==> src/rtl/jpeg_stream_pkg.sv <==
// ------------------------------------------------------------------
// jpeg_stream_pkg : shared register map, bus constants and FSM states
// Rev 1.0
// ------------------------------------------------------------------
`default_nettype none

package jpeg_stream_pkg;

  localparam logic [1:0] REG_DATA  = 2'b00;
  localparam logic [1:0] REG_DEPTH = 2'b10;
  localparam logic [1:0] REG_END   = 2'b11;

  localparam logic BUS_WRITE = 1'b0;
  localparam logic BUS_READ  = 1'b1;

  typedef enum logic [2:0] {
    IDLE  = 3'd0,
    WR    = 3'd1,
    POLL  = 3'd2,
    DRAIN = 3'd3,
    EOFRD = 3'd4,
    FLUSH = 3'd5
  } state_e;

  // Register select lives in address bits [9:8]; the rest comes from the base.
  function automatic logic [31:0] reg_addr(input logic [31:0] base, input logic [1:0] off);
    reg_addr = (base & ~32'h0000_0300) | {22'd0, off, 8'd0};
  endfunction

endpackage

`default_nettype wire

==> src/rtl/jpeg_out_hold.sv <==
// ------------------------------------------------------------------
// jpeg_out_hold : one presented word plus one held-back word, so the
// final word can still receive its last/eof tag. Rev 1.0
// ------------------------------------------------------------------
`default_nettype none

module jpeg_out_hold (
  input  logic        clk_i,
  input  logic        rst_ni,
  input  logic        load_i,
  input  logic [31:0] load_data_i,
  input  logic        tag_i,
  input  logic [4:0]  tag_bits_i,
  output logic        space_o,
  output logic        out_valid_o,
  input  logic        out_ready_i,
  output logic [31:0] out_data_o,
  output logic        out_last_o,
  output logic [4:0]  out_eof_bits_o
);

  logic        out_valid_q, out_valid_d;
  logic [31:0] out_data_q,  out_data_d;
  logic        out_last_q,  out_last_d;
  logic [4:0]  out_bits_q,  out_bits_d;
  logic        hold_valid_q, hold_valid_d;
  logic [31:0] hold_data_q,  hold_data_d;
  logic        w_fire;

  assign w_fire  = out_valid_q & out_ready_i;
  assign space_o = ~out_valid_q | w_fire;

  always_ff @(posedge clk_i or negedge rst_ni) begin
    if (!rst_ni) begin
      out_valid_q  <= 1'b0;
      out_data_q   <= '0;
      out_last_q   <= 1'b0;
      out_bits_q   <= '0;
      hold_valid_q <= 1'b0;
      hold_data_q  <= '0;
    end else begin
      out_valid_q  <= out_valid_d;
      out_data_q   <= out_data_d;
      out_last_q   <= out_last_d;
      out_bits_q   <= out_bits_d;
      hold_valid_q <= hold_valid_d;
      hold_data_q  <= hold_data_d;
    end
  end

  always_comb begin
    out_valid_d  = out_valid_q;
    out_data_d   = out_data_q;
    out_last_d   = out_last_q;
    out_bits_d   = out_bits_q;
    hold_valid_d = hold_valid_q;
    hold_data_d  = hold_data_q;
    if (w_fire) begin
      out_valid_d = 1'b0;
      out_last_d  = 1'b0;
      out_bits_d  = '0;
    end
    // A new word releases the previously held one onto the stream.
    if (load_i) begin
      if (hold_valid_q) begin
        out_valid_d = 1'b1;
        out_data_d  = hold_data_q;
        out_last_d  = 1'b0;
        out_bits_d  = '0;
      end
      hold_valid_d = 1'b1;
      hold_data_d  = load_data_i;
    end
    if (tag_i) begin
      out_valid_d  = 1'b1;
      out_data_d   = hold_valid_q ? hold_data_q : 32'd0;
      out_last_d   = 1'b1;
      out_bits_d   = tag_bits_i;
      hold_valid_d = 1'b0;
    end
  end

  assign out_valid_o    = out_valid_q;
  assign out_data_o     = out_data_q;
  assign out_last_o     = out_last_q;
  assign out_eof_bits_o = out_bits_q;

endmodule

`default_nettype wire

==> src/rtl/jpeg_stream_master.sv <==
// ------------------------------------------------------------------
// jpeg_stream_master : writes 8x8 pixel blocks to the JPEG encoder and
// drains the compressed FIFO into a valid/ready stream. Rev 1.0
// ------------------------------------------------------------------
`default_nettype none

module jpeg_stream_master
  import jpeg_stream_pkg::*;
#(
  parameter logic [31:0] BASE_ADDR   = 32'h0000_0000,
  parameter int          BLOCK_WORDS = 64,
  parameter int          DEPTH_W     = 6
) (
  input  logic        clk_i,
  input  logic        rst_ni,
  input  logic        pix_valid_i,
  output logic        pix_ready_o,
  input  logic [31:0] pix_data_i,
  input  logic        pix_last_blk_i,
  output logic        bus_req_o,
  output logic [31:0] bus_add_o,
  output logic        bus_wen_o,
  output logic [31:0] bus_wdata_o,
  input  logic        bus_gnt_i,
  input  logic        bus_r_valid_i,
  input  logic [31:0] bus_r_rdata_i,
  input  logic        end_irq_i,
  output logic        out_valid_o,
  input  logic        out_ready_i,
  output logic [31:0] out_data_o,
  output logic        out_last_o,
  output logic [4:0]  out_eof_bits_o,
  output logic        busy_o
);

  localparam int CNT_W = $clog2(BLOCK_WORDS + 1);

  state_e             state_q,    state_d;
  logic [CNT_W-1:0]   wcnt_q,     wcnt_d;
  logic [DEPTH_W-1:0] dcnt_q,     dcnt_d;
  logic               last_blk_q, last_blk_d;
  logic               rd_pend_q,  rd_pend_d;
  logic               end_seen_q, end_seen_d;

  logic               w_rd_done;
  logic               w_space;
  logic               w_hold_load;
  logic               w_hold_tag;
  logic [DEPTH_W-1:0] w_rd_depth;

  assign w_rd_done   = rd_pend_q & bus_r_valid_i;
  assign w_rd_depth  = bus_r_rdata_i[DEPTH_W-1:0];
  assign w_hold_load = w_rd_done & (state_q == DRAIN);
  assign w_hold_tag  = w_rd_done & (state_q == EOFRD);

  always_ff @(posedge clk_i or negedge rst_ni) begin
    if (!rst_ni) begin
      state_q    <= IDLE;
      wcnt_q     <= '0;
      dcnt_q     <= '0;
      last_blk_q <= 1'b0;
      rd_pend_q  <= 1'b0;
      end_seen_q <= 1'b0;
    end else begin
      state_q    <= state_d;
      wcnt_q     <= wcnt_d;
      dcnt_q     <= dcnt_d;
      last_blk_q <= last_blk_d;
      rd_pend_q  <= rd_pend_d;
      end_seen_q <= end_seen_d;
    end
  end

  always_comb begin
    state_d    = state_q;
    wcnt_d     = wcnt_q;
    dcnt_d     = dcnt_q;
    last_blk_d = last_blk_q;
    end_seen_d = end_seen_q;
    rd_pend_d  = rd_pend_q;
    if (bus_req_o && bus_gnt_i && (bus_wen_o == BUS_READ)) rd_pend_d = 1'b1;
    if (w_rd_done) rd_pend_d = 1'b0;
    case (state_q)
      IDLE: begin
        if (pix_valid_i) begin
          last_blk_d = pix_last_blk_i;
          wcnt_d     = CNT_W'(BLOCK_WORDS);
          state_d    = WR;
        end
      end
      WR: begin
        if (pix_ready_o) begin
          wcnt_d = wcnt_q - CNT_W'(1);
          if (wcnt_q == CNT_W'(1)) state_d = POLL;
        end
      end
      POLL: begin
        if (w_rd_done) begin
          if (w_rd_depth != '0) begin
            dcnt_d  = w_rd_depth;
            state_d = DRAIN;
          end else if (!last_blk_q) begin
            state_d = IDLE;
          end else if (end_seen_q) begin
            state_d = EOFRD;
          end
        end
      end
      DRAIN: begin
        if (w_rd_done) begin
          dcnt_d = dcnt_q - DEPTH_W'(1);
          if (dcnt_q == DEPTH_W'(1)) state_d = POLL;
        end
      end
      EOFRD: begin
        if (w_rd_done) state_d = FLUSH;
      end
      FLUSH: begin
        if (out_valid_o && out_ready_i) begin
          state_d    = IDLE;
          end_seen_d = 1'b0;
        end
      end
      default: state_d = IDLE;
    endcase
    // A pulse coinciding with the FLUSH clear must not be lost.
    if (end_irq_i) end_seen_d = 1'b1;
  end

  always_comb begin
    bus_req_o   = 1'b0;
    bus_add_o   = '0;
    bus_wen_o   = BUS_WRITE;
    bus_wdata_o = '0;
    case (state_q)
      WR: begin
        bus_req_o = pix_valid_i;
        if (pix_valid_i) begin
          bus_add_o   = reg_addr(BASE_ADDR, {1'b0, last_blk_q});
          bus_wdata_o = pix_data_i;
        end
      end
      POLL: begin
        if (!rd_pend_q) begin
          bus_req_o = 1'b1;
          bus_add_o = reg_addr(BASE_ADDR, REG_DEPTH);
          bus_wen_o = BUS_READ;
        end
      end
      DRAIN: begin
        if (!rd_pend_q && w_space) begin
          bus_req_o = 1'b1;
          bus_add_o = reg_addr(BASE_ADDR, REG_DATA);
          bus_wen_o = BUS_READ;
        end
      end
      EOFRD: begin
        if (!rd_pend_q && w_space) begin
          bus_req_o = 1'b1;
          bus_add_o = reg_addr(BASE_ADDR, REG_END);
          bus_wen_o = BUS_READ;
        end
      end
      default: ;
    endcase
    pix_ready_o = (state_q == WR) & bus_req_o & bus_gnt_i;
    busy_o      = (state_q != IDLE);
  end

  jpeg_out_hold u_hold (
    .clk_i          (clk_i),
    .rst_ni         (rst_ni),
    .load_i         (w_hold_load),
    .load_data_i    (bus_r_rdata_i),
    .tag_i          (w_hold_tag),
    .tag_bits_i     (bus_r_rdata_i[4:0]),
    .space_o        (w_space),
    .out_valid_o    (out_valid_o),
    .out_ready_i    (out_ready_i),
    .out_data_o     (out_data_o),
    .out_last_o     (out_last_o),
    .out_eof_bits_o (out_eof_bits_o)
  );

endmodule

`default_nettype wire

==> config.mk <==
export PLATFORM = sky130hd
export DESIGN_NAME = jpeg_stream_master
export DESIGN_NICKNAME = d
export VERILOG_FILES = /design/src/rtl/jpeg_stream_pkg.sv /design/src/rtl/jpeg_out_hold.sv /design/src/rtl/jpeg_stream_master.sv
export SDC_FILE = /design/constraint.sdc
export NUM_CORES = 1
export LEC_CHECK = 0
export CORE_MARGIN = 4
export CORE_UTILIZATION = 44
export DETAILED_ROUTE_END_ITERATION = 12
export PLACE_DENSITY = 0.83
export SETUP_SLACK_MARGIN = 0.15
export SLEW_MARGIN = 20
export SYNTH_ARGS = -nofsm -noshare
export SYNTH_HDL_FRONTEND = slang
export SYNTH_HIERARCHICAL = 1
export SYNTH_SLANG_ARGS = --single-unit
export TNS_END_PERCENT = 30
==> constraint.sdc <==
create_clock -name clk_i -period 2.4 [get_ports clk_i]
set_clock_uncertainty 0.05 [all_clocks]
set_input_delay 0.48 -clock clk_i [delete_from_list [all_inputs] [get_ports clk_i]]
set_output_delay 0.48 -clock clk_i [all_outputs]
set_load 0.03 [all_outputs]
==> qor.txt, run 1 <==
Outcome: finished clean
Final setup violation count: 0
Final Util: 65.42%
Sw Share: 39.45%
Clk sinks: 91
Clk pin slew, worst setup/hold paths: 90 ps
R2R Path Start: dcnt_q[1]
Worst-Margin Slew: 506.7 ps
IO buf count: 148
Crit Path Class: flop to output port
H-tree depth: 3
CTS max path bufs: 2
Register-to-register setup slack: 450 ps
# IOs: 179
Drt first pass iters: 5
Hold WC Path Type: input port to async pin
Period minus WS final: 2254 ps
Die height: 108.5 µm
Flop pwr share: 36.5%
Crit path capture: bus_wen_o
Share of the synthesized area in the top cell type: 51.24%
WL final: 11,780 µm
Per-cell routed wire length: 17.10 µm
Final instance area: 6424 µm²
Psw: 0.002848 W
Synth-to-layout area growth: 44.54%
Arr. time, crit path: 1720 ps
Maximum number of pins on one net before global-route repair: 43
Prevailing post-synth register cell: dfrtp_1
Netlist Area Pre-Place: 4444 µm²
LEAKAGE: 2.967 nW
Total power draw: 0.007221 W
RSZ-0062 raised after global routing: true
Critical Path Start: state_q[1]
Max_cap viols: 0
Slew Limit Fails: 0
Diode count: 0
Slew headroom: 66.22%
Hold Slack: 41.66 ps
Post-route antenna net violation count: 0
Area leader, netlist: dfrtp_1
Netlist cell types: 56
Internal: 0.004372 W
Ys async rst share: 100.0%
Fmax: 443.6 MHz
DRC Markers: 0
Final GP Congestion: 0.9446
R2R depth: 6
Post-synthesis sequential area ratio: 51.24%
Critical path startpoint category: flop
Via count: 3,657
Std cell rows: 36
Sum of negative setup slack: 0 ps
Layout cell share with drive strength beyond 1: 21.22%
Core area: 9819 µm²
Root Buffer: clkbuf_8
Critical Path Sink Type: output port
Worst Path Required: 1870 ps
Vias per std cell: 5.308
Vias in the first global route: 3,638
Hpwl dp: 8896 µm
Seq cells post-synth: 91
Crit-path max FO: 9
Synth Area per Inst: 11.60 µm²
Final #Nets: 627
Remaining Overflow, GRT: 0
First-pass GRT wire length: 18,340 µm
Clock Power Share: 16.0%
CTS tree: done
Iter 0 DRT Violations: 200
Reg-to-Reg End: state_q[2]
Fin. Hold Viols: 0
Area of placed instances: 6083 µm²
# fillers: 752
Initial core utilization: 45.26%
Combinational power share: 47.5%
Post-synth EDFFs: 0
Clk Latency, worst-skew pair: 350 ps
Synth top area cells: dfrtp_1, mux2_1, a22o_1
Die area: 11,770 µm²
Pwr dens: 1124 nW/µm²
Initial antenna violation count: 0
Synth warn: 6
Die W: 108.5 µm
Synth Instances: 383
CTS Buf Count: 9
GRT Util Overall: 20.06%
Final period util: 93.92%
Max VDD drop: 0.0006151 V
==> timing repair <==
action / in CTS / in global routing
setup endpoints to repair: 23 / 37
buffers inserted: 1 / 4
gates cloned: 0 / 0
pin swaps: 3 / 3
hold buffers: 0 / 0
gates resized for setup: 8 / 17
==> power by group through the flow <==
stage	clock network [W]	registers (W)	logic, W
after floorplan	0	0.00298	0.00168
after global placement	0	0.00260	0.00322
after detailed placement	0	0.00265	0.00332
after CTS	0.00118	0.00263	0.00335
after global routing	0.00125	0.00272	0.00367
final	0.00116	0.00263	0.00343
==> synth_stat cells (all sizes together), types with 4 or more instances <==
master / number
a22o: 38
ha: 4
o21ai: 9
a21oi: 11
clkbuf: 11
nor3: 5
nand2: 19
mux2: 34
inv: 10
dfrtp: 91
nand2b: 7
and3: 32
buf: 42
nor2: 10
mux2i: 6
nand3: 10
==> placed cells by master (no fill, tap or decap), types with 4 or more instances in the layout <==
cell and count:
ha_1 4, conb_1 30, mux2_1 30, buf_12 11, nand2b_1 5, mux2_2 4
nor2_1 8, dfrtp_2 4, nor3_1 5, mux2i_1 6, nand2_1 19, and3_1 29
a21oi_1 8, nand3_1 9, inv_1 10, clkdlybuf4s50_1 107, dfrtp_1 87, o21ai_0 5
a22o_1 38, o21ai_1 4, clkbuf_8 9, buf_4 58
==> worst min path at each step <==
| stage | start | to | slack, ps | depth (start not counted) |
|---|---|---|---|---|
| 5_1_grt | rst_ni | u_hold/out_data_o[6] | 50 | 1 |
| 3_3_place_gp | u_hold/hold_data_q[19] | u_hold/out_data_o[19] | 410 | 1 |
| 4_1_cts | rst_ni | u_hold/out_data_o[6] | 30 | 1 |
| 3_5_place_dp | u_hold/hold_data_q[5] | u_hold/out_data_o[5] | 420 | 1 |
| 2_1_floorplan | rst_ni | dcnt_q[0] | 130 | 0 |
| 6_report | rst_ni | u_hold/hold_data_q[7] | 40 | 1 |
==> worst max-delay path, cell delays in order, from the launching register on <==
cell and delay, ps:
dfrtp_2 460, buf_4 200, nor2b_2 250, nand2_1 110
a21oi_2 170, buf_4 180
==> kinds of logic (layout without fill, tap and decap cells) <==
| logic type | after synthesis | in the layout | share of synthesized area [%] |
|---|---|---|---|
| and+or+nand+nor | 106 | 106 | 13.94 |
| DFF | 91 | 91 | 51.24 |
| buffers and inverters | 63 | 207 | 9.347 |
| AOI/OAI and AO/OA | 78 | 78 | 14.30 |
| other | 1 | 30 | 0.08438 |
| adders and majority gates | 4 | 4 | 1.126 |
| muxes | 40 | 40 | 9.966 |
==> sequential cells by signal, summed over array words and instances, names as in the netlist <==
register	flops
u_hold/hold_data_q	32
u_hold/out_eof_bits_o	5
dcnt_q	6
u_hold/out_last_o	1
u_hold/hold_valid_q	1
wcnt_q	7
rd_pend_q	1
u_hold/out_data_o	32
u_hold/out_valid_o	1
end_seen_q	1
state_q	3
last_blk_q	1
==> layer usage <==
metal,global-route usage (%),vias to the layer above,share of wire [%]
met4,6.763,0,2.0
li1,-,1664,-
met3,5.433,17,8.7
met5,0,-,0
met2,34.55,174,50
met1,24.24,1802,39
==> per-stage QoR <==
stage / cells / worst slack, ps
5_1_grt: 689 / 33.07
3_5_place_dp: 668 / -14.49
6_report: 689 / 145.8
2_1_floorplan: 412 / 237.1
4_1_cts: 685 / 110.6
3_3_place_gp: 668 / -54.53
==> cell type report <==
class / count / area [µm²] / area share [%]
sequential: 91 / 2282 / 35.53
tap: 133 / 166.4 / 2.591
multi-input combinational: 258 / 1932 / 30.07
clock inverter: 6 / 95.09 / 1.480
timing repair buffer: 181 / 1783 / 27.76
clock buffer: 10 / 127.6 / 1.987
inverter: 10 / 37.54 / 0.5843
Power figures use the tool's default switching activity.
==> run 2: changes to the inputs <==
CELL_PAD_IN_SITES_DETAIL_PLACEMENT = 0   (was not set)
CELL_PAD_IN_SITES_GLOBAL_PLACEMENT = 1   (was not set)
CORE_UTILIZATION = 33   (was 44)
PLACE_DENSITY = 0.82   (was 0.83)
==> run 2 against run 1 <==
Compared with the run above:
- die area increased by 31%
- flip-flop and latch count stayed put
- cell count up 7.0%
- register-to-register slack worse by 200 ps
- sequential share of layout area down 0.40 points
- maximum frequency rose by 2.6%
- first-iteration DRC count shrank 10%
- critical path type unchanged
- critical endpoint is now bus_wdata_o[6]
- highest routed layer unchanged
==> qor.txt, run 2 (synthesis results as in run 1) <==
Final Util: 49.22% (was 65.42%)
Core area: 13,190 µm² (was 9819 µm²)
Final period util: 91.53% (was 93.92%)
Die height: 124.1 µm (was 108.5 µm)
Slew Limit Fails: 0 (unchanged)
Clk pin slew, worst setup/hold paths: 60 ps (was 90 ps)
Max VDD drop: 0.0005070 V (was 0.0006151 V)
# fillers: 1,188 (was 752)
DRC Markers: 0 (unchanged)
Clk sinks: 91 (unchanged)
Layout cell share with drive strength beyond 1: 20.86% (was 21.22%)
Most common cell after layout, fill and taps aside: clkdlybuf4s50_1 (unchanged)
Max layer used: met4 (unchanged)
Slew headroom: 36.33% (was 66.22%)
Hold WC Path Type: input port to async pin (unchanged)
Crit Path Class: flop to output port (unchanged)
Total power draw: 0.007403 W (was 0.007221 W)
Root Buffer: clkbuf_16 (was clkbuf_8)
Fmax: 455.2 MHz (was 443.6 MHz)
Final GP Congestion: 0.7835 (was 0.9446)
WL met1: 4948 µm (was 4583 µm)
Maximum number of pins on one net before global-route repair: 51 (was 43)
Placed instance count: 711 (was 668)
Met3 WL: 898 µm (was 1020 µm)
Crit-path max FO: 16 (was 9)
Initial antenna violation count: 0 (unchanged)
Critical path startpoint category: flop (unchanged)
Synth-to-layout area growth: 46.09% (was 44.54%)
Remaining Overflow, GRT: 0 (unchanged)
CTS Hold Buffers Added: 0 (unchanged)
Die area: 15,390 µm² (was 11,770 µm²)
Worst Path Required: 1870 ps (about the same)
Diode count: 0 (unchanged)
Per-cell routed wire length: 15.66 µm (was 17.10 µm)
Initial core utilization: 33.69% (was 45.26%)
# IOs: 179 (unchanged)
H-tree depth: 3 (unchanged)
Routed length on met2: 5504 µm (was 5940 µm)
Fin. Hold Viols: 0 (unchanged)
WL final: 11,540 µm (was 11,780 µm)
Std cell rows: 42 (was 36)
CTS Buf Count: 9 (unchanged)
Final setup violation count: 0 (unchanged)
Via count: 3,617 (was 3,657)
GRT Util Overall: 14.64% (was 20.06%)
CTS max path bufs: 2 (unchanged)
Outcome: finished clean (unchanged)
IO buf count: 148 (unchanged)
Arr. time, crit path: 1670 ps (was 1720 ps)
Vias in the first global route: 3,532 (was 3,638)
LEAKAGE: 2.996 nW (was 2.967 nW)
Post-route antenna net violation count: 0 (unchanged)
Period minus WS final: 2197 ps (was 2254 ps)
Worst-Margin Slew: 953.0 ps (was 506.7 ps)
Die W: 124.1 µm (was 108.5 µm)
Sum of negative setup slack: 0 ps (unchanged)
Iter 0 DRT Violations: 180 (was 200)
Critical Path Sink Type: output port (unchanged)
Drt first pass iters: 4 (was 5)
Clk Latency, worst-skew pair: 330 ps (was 350 ps)
Area of the multi-input gates: 1914 µm² (was 1932 µm²)
Vias per std cell: 4.908 (was 5.308)
CTS tree: done (unchanged)
First-pass GRT wire length: 17,720 µm (was 18,340 µm)
Commonest cells after routing, fill and taps aside: clkdlybuf4s50_1, dfrtp_1, buf_4 (unchanged)
Final #Nets: 632 (was 627)
RSZ-0062 raised after global routing: true (unchanged)
Non-filler instance count after layout: 737 (was 689)
Max_cap viols: 0 (unchanged)
Hpwl dp: 8264 µm (was 8896 µm)
Storage element area: 2281 µm² (was 2282 µm²)
Pwr dens: 1140 nW/µm² (was 1124 nW/µm²)
==> run 2: layout make-up <==
type,count,share of cell area (%)
clock buffers,11,3.739
clock inverters,5,0.5781
inverters,10,0.5781
multi-input cells,258,29.49
flip-flops and latches,91,35.13
well taps,176,3.392
repair buffers,186,27.10
==> run 2: worst paths after layout <==
path                                        start               endpoint  slack [ps]  depth (start not counted)
setup / recovery                       state_q[2]         bus_wdata_o[6]         200                          5
hold / removal                             rst_ni  u_hold/out_data_o[20]         110                          1
setup reg to reg                       state_q[0]  u_hold/out_data_o[10]         250                          6
hold reg to reg            u_hold/hold_data_q[18]  u_hold/out_data_o[18]         430                          1
max in group asynchronous                  rst_ni             state_q[1]        1510                          2
min in group clk_i         u_hold/hold_data_q[18]  u_hold/out_data_o[18]         430                          1
==> run 2: per-layer routing <==
metal / GRT usage [%] / vias up
met3: 4.405 / 17
met2: 23.45 / 141
met4: 4.860 / 0
met5: 0 / -
li1: - / 1677
met1: 18.95 / 1782
==> run 2: repair_timing <==
item	CTS	global route
setup buffers	3	6
setup endpoints to repair	38	36
hold endpoints to repair	0	0
gates resized for setup	11	12
cloned	0	1
pin swaps	2	0
==> run 2: critical path: stages, from the launching register on <==
cell and delay (ps):
dfrtp_2 480, buf_4 190, nor2b_4 160, buf_6 180, and3_1 170, buf_4 160
==> run 2: through the flow <==
step | hold WS, ps | setup WS [ps] | area, µm²
floorplan | 134.4 | 237.1 | 4553
global placement | 413.0 | -51.86 | 6075
detailed placement | 419.3 | -85.50 | 6075
CTS | 125.3 | 81.01 | 6415
global route | 147.3 | 123.0 | 6492
finish | 113.0 | 203.2 | 6492
==> run 2: report_power, final <==
| part | switching (W) | leakage, nW | internal (W) |
|---|---|---|---|
| combinational | 0.00182 | 1.73 | 0.00165 |
| sequential | 0.000440 | 1.13 | 0.00218 |
| clock | 0.000588 | 0.132 | 0.000734 |
==> run 3: changes to the inputs <==
CTS_CLUSTER_SIZE = 20   (was not set)
==> results of run 3 <==
No change in the layout: final DEF, timing and power equal those of run 2.
